**config.mk**
```make
export PLATFORM = sky130hd
export DESIGN_NAME = gpc_sum_accum
export DESIGN_NICKNAME = d
export VERILOG_FILES = /design/src/rtl/gpc_sum_accum.sv
export SDC_FILE = /design/constraint.sdc
export NUM_CORES = 1
export LEC_CHECK = 0
export ABC_AREA = 1
export CAP_MARGIN = 25
export CELL_PAD_IN_SITES_DETAIL_PLACEMENT = 1
export CELL_PAD_IN_SITES_GLOBAL_PLACEMENT = 1
export CORE_ASPECT_RATIO = 0.7
export CORE_MARGIN = 2
export CORE_UTILIZATION = 43
export DETAILED_ROUTE_END_ITERATION = 8
export PLACE_DENSITY = 0.9
export SYNTH_ARGS = -nofsm -noshare
export SYNTH_HDL_FRONTEND = slang
export SYNTH_SLANG_ARGS = --single-unit
```
**constraint.sdc**
```tcl
create_clock -name clk -period 3.2 [get_ports clk]
set_input_delay 0.64 -clock clk [delete_from_list [all_inputs] [get_ports clk]]
set_output_delay 0.64 -clock clk [all_outputs]
set_load 0.01 [all_outputs]
```
**src/rtl/gpc_sum_accum.sv**
```systemverilog
`default_nettype none
// ============================================================================
// Module      : gpc_sum_accum
// Description : Streaming frame accumulator for gpc606_5 results. Sums the
//               beats of a frame with saturation, counts beats, flags
//               overflow and out-of-range inputs, and presents one registered
//               frame total behind a valid/ready handshake.
// Revision    : 1.0 - initial release
// ============================================================================
module gpc_sum_accum #(
    parameter int IN_W   = 5,
    parameter int MAX_IN = 30,
    parameter int ACC_W  = 16,
    parameter int CNT_W  = 8
) (
    input  logic             clk,
    input  logic             rst_n,
    input  logic             in_valid,
    output logic             in_ready,
    input  logic [IN_W-1:0]  in_data,
    input  logic             in_last,
    output logic             out_valid,
    input  logic             out_ready,
    output logic [ACC_W-1:0] out_sum,
    output logic [CNT_W-1:0] out_beats,
    output logic             out_ovf,
    output logic             out_err
);

    typedef enum logic [0:0] {
        ST_ACCUM = 1'b0,
        ST_HOLD  = 1'b1
    } state_t;

    localparam logic [ACC_W-1:0] c_acc_max = '1;
    localparam logic [CNT_W-1:0] c_cnt_max = '1;
    localparam logic [IN_W-1:0]  c_max_in  = IN_W'(MAX_IN);

    state_t             state_q, state_d;
    logic [ACC_W-1:0]   acc_q, acc_d;
    logic [CNT_W-1:0]   cnt_q, cnt_d;
    logic               ovf_q, ovf_d;
    logic               err_q, err_d;
    logic               out_valid_q, out_valid_d;
    logic [ACC_W-1:0]   out_sum_q, out_sum_d;
    logic [CNT_W-1:0]   out_beats_q, out_beats_d;
    logic               out_ovf_q, out_ovf_d;
    logic               out_err_q, out_err_d;

    logic [ACC_W:0]     w_sum_ext;
    logic [ACC_W-1:0]   w_acc_sat;
    logic [CNT_W-1:0]   w_cnt_inc;
    logic               w_ovf_next;
    logic               w_err_next;
    logic               w_accept;

    // Running-sum arithmetic for the beat on the input, one bit wider so the
    // carry doubles as the overflow indicator; a saturated accumulator stays
    // at its maximum because any further addend re-raises the carry.
    always_comb begin
        w_sum_ext  = {1'b0, acc_q} + (ACC_W+1)'(in_data);
        w_acc_sat  = w_sum_ext[ACC_W] ? c_acc_max : w_sum_ext[ACC_W-1:0];
        w_cnt_inc  = (cnt_q == c_cnt_max) ? cnt_q : cnt_q + 1'b1;
        w_ovf_next = ovf_q | w_sum_ext[ACC_W];
        w_err_next = err_q | (in_data > c_max_in);
        w_accept   = in_valid && (state_q == ST_ACCUM);
    end

    // Next-state and datapath control for the ACCUM/HOLD handshake machine.
    always_comb begin
        state_d     = state_q;
        acc_d       = acc_q;
        cnt_d       = cnt_q;
        ovf_d       = ovf_q;
        err_d       = err_q;
        out_valid_d = out_valid_q;
        out_sum_d   = out_sum_q;
        out_beats_d = out_beats_q;
        out_ovf_d   = out_ovf_q;
        out_err_d   = out_err_q;
        in_ready    = 1'b0;

        case (state_q)
            ST_ACCUM: begin
                in_ready = 1'b1;
                if (w_accept) begin
                    if (in_last) begin
                        out_sum_d   = w_acc_sat;
                        out_beats_d = w_cnt_inc;
                        out_ovf_d   = w_ovf_next;
                        out_err_d   = w_err_next;
                        out_valid_d = 1'b1;
                        acc_d       = '0;
                        cnt_d       = '0;
                        ovf_d       = 1'b0;
                        err_d       = 1'b0;
                        state_d     = ST_HOLD;
                    end else begin
                        acc_d = w_acc_sat;
                        cnt_d = w_cnt_inc;
                        ovf_d = w_ovf_next;
                        err_d = w_err_next;
                    end
                end
            end
            ST_HOLD: begin
                // Input is stalled until the total has been taken, which
                // keeps out_ready from reaching in_ready combinationally.
                if (out_ready) begin
                    out_valid_d = 1'b0;
                    state_d     = ST_ACCUM;
                end
            end
            default: begin
                state_d = ST_ACCUM;
            end
        endcase
    end

    // State and output registers; reset discards any partial frame.
    always_ff @(posedge clk or negedge rst_n) begin
        if (!rst_n) begin
            state_q     <= ST_ACCUM;
            acc_q       <= '0;
            cnt_q       <= '0;
            ovf_q       <= 1'b0;
            err_q       <= 1'b0;
            out_valid_q <= 1'b0;
            out_sum_q   <= '0;
            out_beats_q <= '0;
            out_ovf_q   <= 1'b0;
            out_err_q   <= 1'b0;
        end else begin
            state_q     <= state_d;
            acc_q       <= acc_d;
            cnt_q       <= cnt_d;
            ovf_q       <= ovf_d;
            err_q       <= err_d;
            out_valid_q <= out_valid_d;
            out_sum_q   <= out_sum_d;
            out_beats_q <= out_beats_d;
            out_ovf_q   <= out_ovf_d;
            out_err_q   <= out_err_d;
        end
    end

    assign out_valid = out_valid_q;
    assign out_sum   = out_sum_q;
    assign out_beats = out_beats_q;
    assign out_ovf   = out_ovf_q;
    assign out_err   = out_err_q;

endmodule
`default_nettype wire

```
==> results of run 1 <==
[worst max-delay path, delay by kind of cell]
family | cells | cell delay (ps)
AND/OR/NAND/NOR | 7 | 800
adder cells (fa/ha/maj) | 2 | 670
buffers and inverters | 1 | 440
AO/OA/AOI/OAI | 1 | 180
[per-layer routing]
metal | up-vias | GRT usage | share of wire
li1 | 1282 | - | -
met1 | 1306 | 0.3374 | 0.50
met2 | 50 | 0.3816 | 0.46
met3 | 7 | 0.03352 | 0.028
met4 | 0 | 0.05926 | 0.0090
met5 | - | 0 | 0
[synth_stat cells (3+ instances only)]
library cell    n  area [sq um]
a21oi_1         3         15.01
buf_2           7         35.03
dfrtp_1        54          1351
ha_1            6         75.07
inv_1          35         131.4
nand2_1       187         701.9
nand2_2         4         25.02
nand3_1        32         160.2
nand3_2         7         70.07
nor2_1         18         67.56
o21ai_0        12         60.06
or2_2           4         25.02
xor2_1          6         52.55
[registers in the layout (all words and copies together) (netlist names), 8 cells and up]
register and cells:
acc_q 16, out_sum 16, out_beats 8, cnt_q 8
[report_power, final]
| part | internal, uW | switching [uW] | total, uW |
|---|---|---|---|
| Sequential | 762 | 63.9 | 825 |
| Clock | 155 | 247 | 402 |
| Combinational | 213 | 275 | 489 |
| Total | 1130 | 586 | 1720 |
[cells by family (layout without fill, tap and decap cells)]
logic type,after synthesis,count (layout),synth area share
AND/OR/NAND/NOR,260,260,0.3875
flip-flops,54,54,0.4655
buffers and inverters,46,87,0.06508
AO/OA/AOI/OAI,17,17,0.03104
adder cells (fa/ha/maj),7,7,0.03276
XOR/XNOR,6,6,0.01810
[through the flow]
step | utilization | cells | setup WS (ps) | instance area [sq um]
after CTS | 0.5217 | 524 | 677.4 | 3460
after detailed placement | 0.5081 | 516 | 386.8 | 3369
after floorplan | - | 390 | 1119 | 2903
after global routing | 0.5247 | 525 | 535.4 | 3480
after global placement | 0.5081 | 516 | 471.3 | 3369
final | 0.5247 | 525 | 681.0 | 3480
[cell type report]
type                    count  share of cell area
well taps                  94             0.03380
flip-flops and latches     54              0.3884
inverters                  36             0.03884
repair buffers             43              0.1215
clock inverters             3            0.006113
multi-input cells         290              0.3916
clock buffers               5             0.01978
[how the worst max path moves through the flow]
| stage | end | slack [ps] | depth (start not counted) |
|---|---|---|---|
| global placement | out_sum[2] | 470 | 11 |
| CTS | out_sum[2] | 680 | 11 |
| finish | out_sum[2] | 680 | 11 |
| detailed placement | out_sum[2] | 390 | 11 |
| global route | out_sum[2] | 540 | 11 |
| floorplan | acc_q[4] | 1120 | 11 |
==> results_dict.tcl, run 1 <==
set metrics [dict create \
    status "finished clean" \
    reg2reg_slack_ps 1080 \
    cts_buffer_depth 2 \
    fillers 862 \
    r2r-start "acc_q[0]" \
    die_h_um 72.74 \
    fin_skew_ps 17.95 \
    drt-total-wl_mm 8.084 \
    synth-edff-count 0 \
    start_util 0.4377 \
    rr_worst_depth 10 \
    maxSlewViolCount 0 \
    drtIter0Drc 79 \
    start_kind "input port" \
    synth_nets 407 \
    drt-vias-per-instance 5.038 \
    vias 2645 \
    grt_use_total 0.2360 \
    cts_tree "done" \
    synth_ff_type "dfrtp_1" \
    syn_area_sq_um 2903 \
    timing.fmax_ghz 0.3970 \
    dp_hpwl_mm 5.769 \
    place_congestion 0.8821 \
    p_leak_uw 0.001858 \
    cts_buffers 5 \
    total_power_uw 1716 \
    path_cells "clkdlybuf4s50_1 > ha_1 > fa_1 > nand2_1 > nand2_1 > nand3_2 > nand2_4 > nand3_4 > o21ai_0 > nand2_1 > nand2_1" \
    antenna_found_initial 0 \
    setup_viol 0 \
    ys_async_sr_fraction 1.000 \
    dr.pass1.iters 4 \
    min_period_ps 2519 \
    period_share 0.7872 \
    ys_seq_elements 54 \
    slowest_stage "clkdlybuf4s50_1" \
    maxCapViolCount 0 \
    antennaDiodeCount 0 \
    clk_latency_ps 320 \
    grt_pass1_wl_mm 13.52 \
    grt_pass1_vias 2777 \
    multi_input_area_sq_um 1363 \
    worstPathArrival_ps 2730 \
    num_rows 25 \
    worstPathRequired_ps 3410 \
    ys_warn_count 0 \
    drc 0 \
    fin_hold_ws_ps 275.8 \
    die_x_um 102.2 \
    die_area_sq_um 7434 \
    synth_cells 390 \
    startpoint "in_data[0]" \
    critPathMaxFanout 15 \
    drt.antenna.violating_nets 0 \
    worst-slew-pin-transition_ps 768.7 \
    wl_per_cell_um 15.40 \
    rsz0062_at_grt "false" \
    grt_max_degree 46 \
    slew_headroom 0.4843 \
    final_common_cell "nand2_1" \
    hold_viol 0 \
    final_nets 447 \
    regArea_sq_um 1351 \
    htree_levels 2 \
    syn_avg_cell_area_sq_um 7.443 \
    drive_above_1_share 0.07889 \
    power.density_nw_per_um2 493.0 \
    syn2layout_area_growth_pct 19.87 \
    path_class "in -> reg" \
    layout_common_cells "nand2_1, dfrtp_1, clkdlybuf4s50_1, inv_1, nand3_1" \
    portBuffers 37 \
    post_cts_buffers 0 \
    vdd_drop_max_uv 192.2 \
    cts_hold_buf 0 \
    grt_overflow_total 0 \
    core_sq_um 6631 \
    critical_path.max_stage_delay_ps 440 \
    ioPinCount 38 \
    cts_resized 0 \
    crit_top_cell "nand2_1" \
    synthDistinctLibCells 28 \
    clk_pin_slew_ps 110 \
    ys_seq_area_frac 0.4655 \
    cp-end-kind "flop" \
    fin_tns_setup_ps 0 \
    cts_root_buffer "clkbuf_8" \
    min_path_type "in -> async" \
    timing.rr.end "out_sum[2]" \
    cts.sinks 54 \
]
Power figures use the tool's default switching activity.
==> run 2, diff against run 1 <==
--- a/config.mk
+++ b/config.mk
@@ -11,9 +11,9 @@
 export CELL_PAD_IN_SITES_GLOBAL_PLACEMENT = 1
 export CORE_ASPECT_RATIO = 0.7
 export CORE_MARGIN = 2
-export CORE_UTILIZATION = 43
+export CORE_UTILIZATION = 36
 export DETAILED_ROUTE_END_ITERATION = 8
-export PLACE_DENSITY = 0.9
+export PLACE_DENSITY = 0.81
 export SYNTH_ARGS = -nofsm -noshare
 export SYNTH_HDL_FRONTEND = slang
 export SYNTH_SLANG_ARGS = --single-unit
==> constraint.sdc (replaced) <==
create_clock -name clk -period 2.3 [get_ports clk]
set_input_delay 0.46 -clock clk [delete_from_list [all_inputs] [get_ports clk]]
set_output_delay 0.46 -clock clk [all_outputs]
set_load 0.01 [all_outputs]
==> run 2 against run 1 <==
- combinational power grew 47%
- first-iteration DRC count grew 20%
- non-clock buffer count grew 16
- clock power grew 92%
- final cell count grew 4.2%
- routed wire length grew 4.7%
- critical endpoint is now out_sum[12]
- largest cell class unchanged
- largest power group unchanged
==> results_dict.tcl, run 2 (synthesis results as in run 1) <==
set metrics [dict create \
    vdd_drop_max_uv 415.2 \
    antenna_found_initial 0 \
    period_share 0.9480 \
    cts_buffers 5 \
    worstPathArrival_ps 2370 \
    die_x_um 111.3 \
    final_nets 464 \
    timing.fmax_ghz 0.4586 \
    drive_above_1_share 0.1121 \
    fillers 986 \
    wl_per_cell_um 15.47 \
    worstPathRequired_ps 2490 \
    num_rows 27 \
    die_area_sq_um 8809 \
    syn2layout_area_growth_pct 27.11 \
    grt_pass1_vias 2872 \
    final_cells 547 \
    top_layer "met4" \
    cp-end-kind "flop" \
    maxSlewViolCount 0 \
    dp_hpwl_mm 6.111 \
    wl_met2_mm 3.634 \
    drt-total-wl_mm 8.464 \
    grt_max_degree 32 \
    ioPinCount 38 \
    cts_tree "done" \
    rsz0062_at_grt "false" \
    start_util 0.3704 \
    slew_headroom 0.5768 \
    drt-vias-per-instance 4.863 \
    clk_latency_ps 300 \
    drt.antenna.violating_nets 0 \
    vias 2660 \
    cts_root_buffer "clkbuf_16" \
    status "finished clean" \
    cts_buffer_depth 2 \
    met3_length_um 329 \
    layout_common_cells "nand2_1, dfrtp_1, clkdlybuf4s50_1, inv_1, nand3_1" \
    clk_pin_slew_ps 70 \
    path_class "in -> reg" \
    dr.pass1.iters 4 \
    setup_viol 0 \
    grt_pass1_wl_mm 14.30 \
    slowest_stage "clkdlybuf4s50_1" \
    fin_skew_ps 8.847 \
    portBuffers 37 \
    die_h_um 79.13 \
    drc 0 \
    start_kind "input port" \
    wl_met1_mm 4.397 \
    htree_levels 2 \
    grt_use_total 0.2071 \
    worst-slew-pin-transition_ps 634.9 \
    crit_top_cell "nand2_1" \
    antennaDiodeCount 0 \
    placedCellCount 537 \
    drtIter0Drc 95 \
    cts.sinks 54 \
    min_path_type "in -> async" \
    critical_path.max_stage_delay_ps 450 \
    fin_hold_ws_ps 172.7 \
    core_sq_um 7838 \
    place_congestion 0.8348 \
    hold_viol 0 \
    reg2reg_slack_ps 390 \
    final_common_cell "nand2_1" \
    cts_hold_buf 0 \
    power.density_nw_per_um2 714.8 \
    min_period_ps 2180 \
    grt_overflow_total 0 \
    path_cells "clkdlybuf4s50_1 > ha_2 > fa_1 > nand2_1 > nand2_1 > nand3_2 > nand2_4 > buf_4 > nand2_1 > nand2_1 > nand3_1 > nand2_1" \
    maxCapViolCount 0 \
    p_leak_uw 0.001963 \
    critPathMaxFanout 5 \
]
## run 2: cell count changes in the layout (fill, tap and decap cells not counted)
cell	previous run	this run
clkinvlp_4	1	0
buf_12	1	2
clkbuf_8	5	1
ha_2	0	1
ha_1	6	5
nand3_4	1	2
buf_4	5	20
clkbuf_16	0	5
clkinv_2	1	0
clkinv_4	1	0
## run 2: worst paths after layout
kind	startpoint	to	cells after the start
max	in_data[0]	out_sum[12]	12
min	rst_n	out_sum[6]	1
max reg2reg	acc_q[0]	out_sum[12]	11
min reg2reg	out_sum[6]	out_sum[6]	2
max in group asynchronous	rst_n	out_sum[15]	2
min in group clk	out_sum[6]	out_sum[6]	2
## run 2: layer usage
metal / global-route usage / vias up
met5: 0 / -
met4: 0.04815 / 0
met3: 0.04351 / 10
met2: 0.3195 / 50
met1: 0.2998 / 1279
li1: - / 1321
## run 2: where the power goes
group | total [uW] | switching [uW] | internal [uW]
sequential | 1150 | 84.6 | 1060
clock | 771 | 348 | 423
combinational | 721 | 394 | 327
## run 2: through the flow
| stage | setup slack, ps | total power, uW | util | TNS, ps | instance area, sq um |
|---|---|---|---|---|---|
| finish | 119.5 | 2637 | 0.4708 | 0 | 3690 |
| global route | 0.6455 | 2812 | 0.4708 | 0 | 3690 |
| CTS | 44.54 | 2660 | 0.4682 | 0 | 3670 |
| detailed placement | -314.8 | 1881 | 0.4460 | -7674 | 3496 |
| global placement | -231.9 | 1846 | 0.4460 | -4991 | 3496 |
| floorplan | 399.2 | 1535 | - | 0 | 2903 |
## run 2: timing repair
item | in CTS | in global routing
pin swaps | 0 | 1
buffers inserted | 3 | 0
setup endpoints to repair | 1 | 23
gates resized for setup | 0 | 2
gates cloned | 0 | 1
## run 2: area by class of cell
type                    count  area (sq um)  area share
clock buffers               6         138.9     0.03764
inverters                  36         135.1     0.03662
flip-flops and latches     54          1351      0.3662
multi-input cells         291          1383      0.3747
well taps                 101         126.4     0.03425
repair buffers             59         555.5      0.1506
## run 2: critical path: cells and delay by family
family | cells | cell delay, ps
AND/OR/NAND/NOR | 8 | 690
adder cells (fa/ha/maj) | 2 | 600
buffers and inverters | 2 | 600
==> RTL change: new RTL, settings of run 1 <==
Register the output `out_ovf` once more, cleared by the reset; this adds one clock of latency there. The other outputs are not delayed to match.
--- a/src/rtl/gpc_sum_accum.sv
+++ b/src/rtl/gpc_sum_accum.sv
@@ -149,3 +149,9 @@
     assign out_beats = out_beats_q;
-    assign out_ovf   = out_ovf_q;
+    always_ff @(posedge clk or negedge rst_n) begin
+        if (!rst_n) begin
+            out_ovf <= '0;
+        end else begin
+            out_ovf <= out_ovf_q;
+        end
+    end
     assign out_err   = out_err_q;
Check against the original RTL: no difference found for any inputs over 4 cycles, from zero or initial values and one cycle with rst_n low; that may be too few to reach the edited logic, so the function may still have changed.
==> RTL change against run 1 <==
Clock power increased by 4%. First-iteration DRC count increased by 87%. Critical endpoint unchanged. Final area increased by 1.1%. Critical path type unchanged. Utilization increased by 0.32 points. Worst setup slack improved by 0.015 ns. Total power increased by 2.1%. Synthesized area increased by 0.86%. Worst hold slack improved by 0.015 ns. Wire length increased by 2.1%. Sequential cell count increased by 1.
==> RTL change: results (changes against run 1) <==
| Group | Metric | This run | vs run 1 |
| --- | --- | --- | --- |
| power | Switching Power | 603 µW | +2.8% |
| finish | Fraction of final layout cells with drive strength greater than 1 | 8.08% | +0.19 points |
| route | Post-Route M1 WL | 3.96 mm | -2.2% |
| worst setup path | Largest fanout of any net on the critical path | 15 | unchanged |
| synthesis | Multiplexer fraction of the synthesized cell area | 0% | unchanged |
| global routing | Via count of the first global-routing pass | 2,907 | +4.7% |
| synthesis | Top cell types by occurrence after synthesis | 187 x sky130_fd_sc_hd__nand2_1, 55 x sky130_fd_sc_hd__dfrtp_1, 35 x sky130_fd_sc_hd__inv_1 |  |
| synthesis | Dominant cells by area after synthesis | sky130_fd_sc_hd__dfrtp_1 47%, sky130_fd_sc_hd__nand2_1 24%, sky130_fd_sc_hd__nand3_1 5.5%, sky130_fd_sc_hd__inv_1 4.5%, sky130_fd_sc_hd__ha_1 2.6% |  |
| route | Router iterations before antenna repair | 4 | unchanged |
| power | Sequential group power | 835 µW | +1% |
| synthesis | Async set or reset register ratio after synthesis | 100% | unchanged |
| synthesis | Syn_nets | 408 | +0.25% |
| worst hold path | Path type of the worst min-delay path | input port to asynchronous set/reset pin |  |
| cts | Post-cts resize count | 0 | unchanged |
| route | Met3 Routed Length | 292 µm | +28% |
| sta | Worst Clk Skew | 0.0183 ns | +0.000342 ns |
| route | Met2 wirelength from detailed routing | 3.93 mm | +5.3% |
| global routing | Wire length of the first global-routing pass | 14.1 mm | +4.4% |
| synthesis | Share of synthesized cell area in full adder, half adder and majority cells | 3.25% | -0.028 points |
| synthesis | Post-synthesis sequential area ratio | 47.0% | +0.46 points |
| global routing | Total Routing Usage GR | 24.3% | +0.68 points |
| placed design | DP Worst Slack | 0.349 ns | -0.0374 ns |
| synthesis | Cell with the most instances after synthesis | sky130_fd_sc_hd__nand2_1 |  |
| finish | Total number of nets in the final design | 449 | +0.45% |
| global routing | Pin count of the biggest net entering global routing | 32 | -30% |
| cts | CTS clk-pin slew, worst paths | 0.11 ns | about the same |
| outcome | Outcome | completed |  |
| synthesis | XOR/XNOR Fraction of Synth Area | 1.79% | -0.015 points |
| placed design | Post-detail-place hpwl | 6.16 mm | +6.8% |
| power | Worst vdd rail ir drop | 0.214 mV | +11% |
| synthesis | Portion of synthesized cell area occupied by the leading cell type | 47.0% | +0.46 points |
| power | Leakage power | 1.88 nW | +1.3% |
| power | Comb pwr | 497 µW | +2% |
| placed design | GPL Wtd Cong | 0.907 | +2.9% |
| finish | Number of fillers in the final layout | 863 | +0.12% |
| power | Total power | 1.75 mW | +2.1% |
| sta | Worst max-slew margin expressed relative to the limit | 46.7% | -1.8 points |
| worst setup path | CP arrival | 2.72 ns | about the same |
| route | Total wirelength of the detailed-routed design | 8.25 mm | +2.1% |
| worst setup path | Startpoint of the worst-slack reg-to-reg timing path | acc_q[0] |  |
| route | Iteration-0 DRC Markers | 148 | +87% |
## RTL change: worst reg2reg max path: cells and delay by family, from the launching register on
family	cells	cell delay (ns)
flip-flops	1	0.41
AND/OR/NAND/NOR	7	0.80
AO/OA/AOI/OAI	1	0.19
adder cells (fa/ha/maj)	2	0.62
## RTL change: cells by family after synthesis
family / after synthesis
flip-flops: 55
buffers and inverters: 46
AND/OR/NAND/NOR: 260
adder cells (fa/ha/maj): 7
XOR/XNOR: 6
AO/OA/AOI/OAI: 17
## RTL change: final cells by class
cell class	count	share of cell area [%]
clock buffers	5	1.96
multi-input cells	290	38.7
flip-flops and latches	55	39.1
repair buffers	44	12.2
clock inverters	3	0.747
inverters	36	3.84
well taps	94	3.34
## RTL change: per-layer routing
metal,global-route usage (%),vias up
met1,33.6,1304
met5,0,-
met4,4.89,0
met3,4.02,6
li1,-,1287
met2,40.5,53
## RTL change: final timing paths
| kind | cells after the start | slack [ns] | end |
|---|---|---|---|
| hold reg to reg | 0 | 0.40 | out_ovf |
| setup reg to reg | 10 | 1.08 | out_sum[2] |
| setup / recovery | 11 | 0.70 | out_sum[2] |
| min in group clk | 0 | 0.40 | out_ovf |
| hold / removal | 1 | 0.29 | out_sum[2] |
| max in group asynchronous | 3 | 2.17 | out_sum[0] |
## RTL change: through the flow
step | std cells | cell area [µm²] | utilization (%) | hold slack [ns]
after floorplan | 391 | 2930 | - | 0.344
after global placement | 518 | 3400 | 51.1 | 0.370
after detailed placement | 519 | 3420 | 51.4 | 0.373
after CTS | 527 | 3520 | 52.8 | 0.312
after global routing | 527 | 3520 | 52.8 | 0.333
final | 527 | 3520 | 52.8 | 0.291
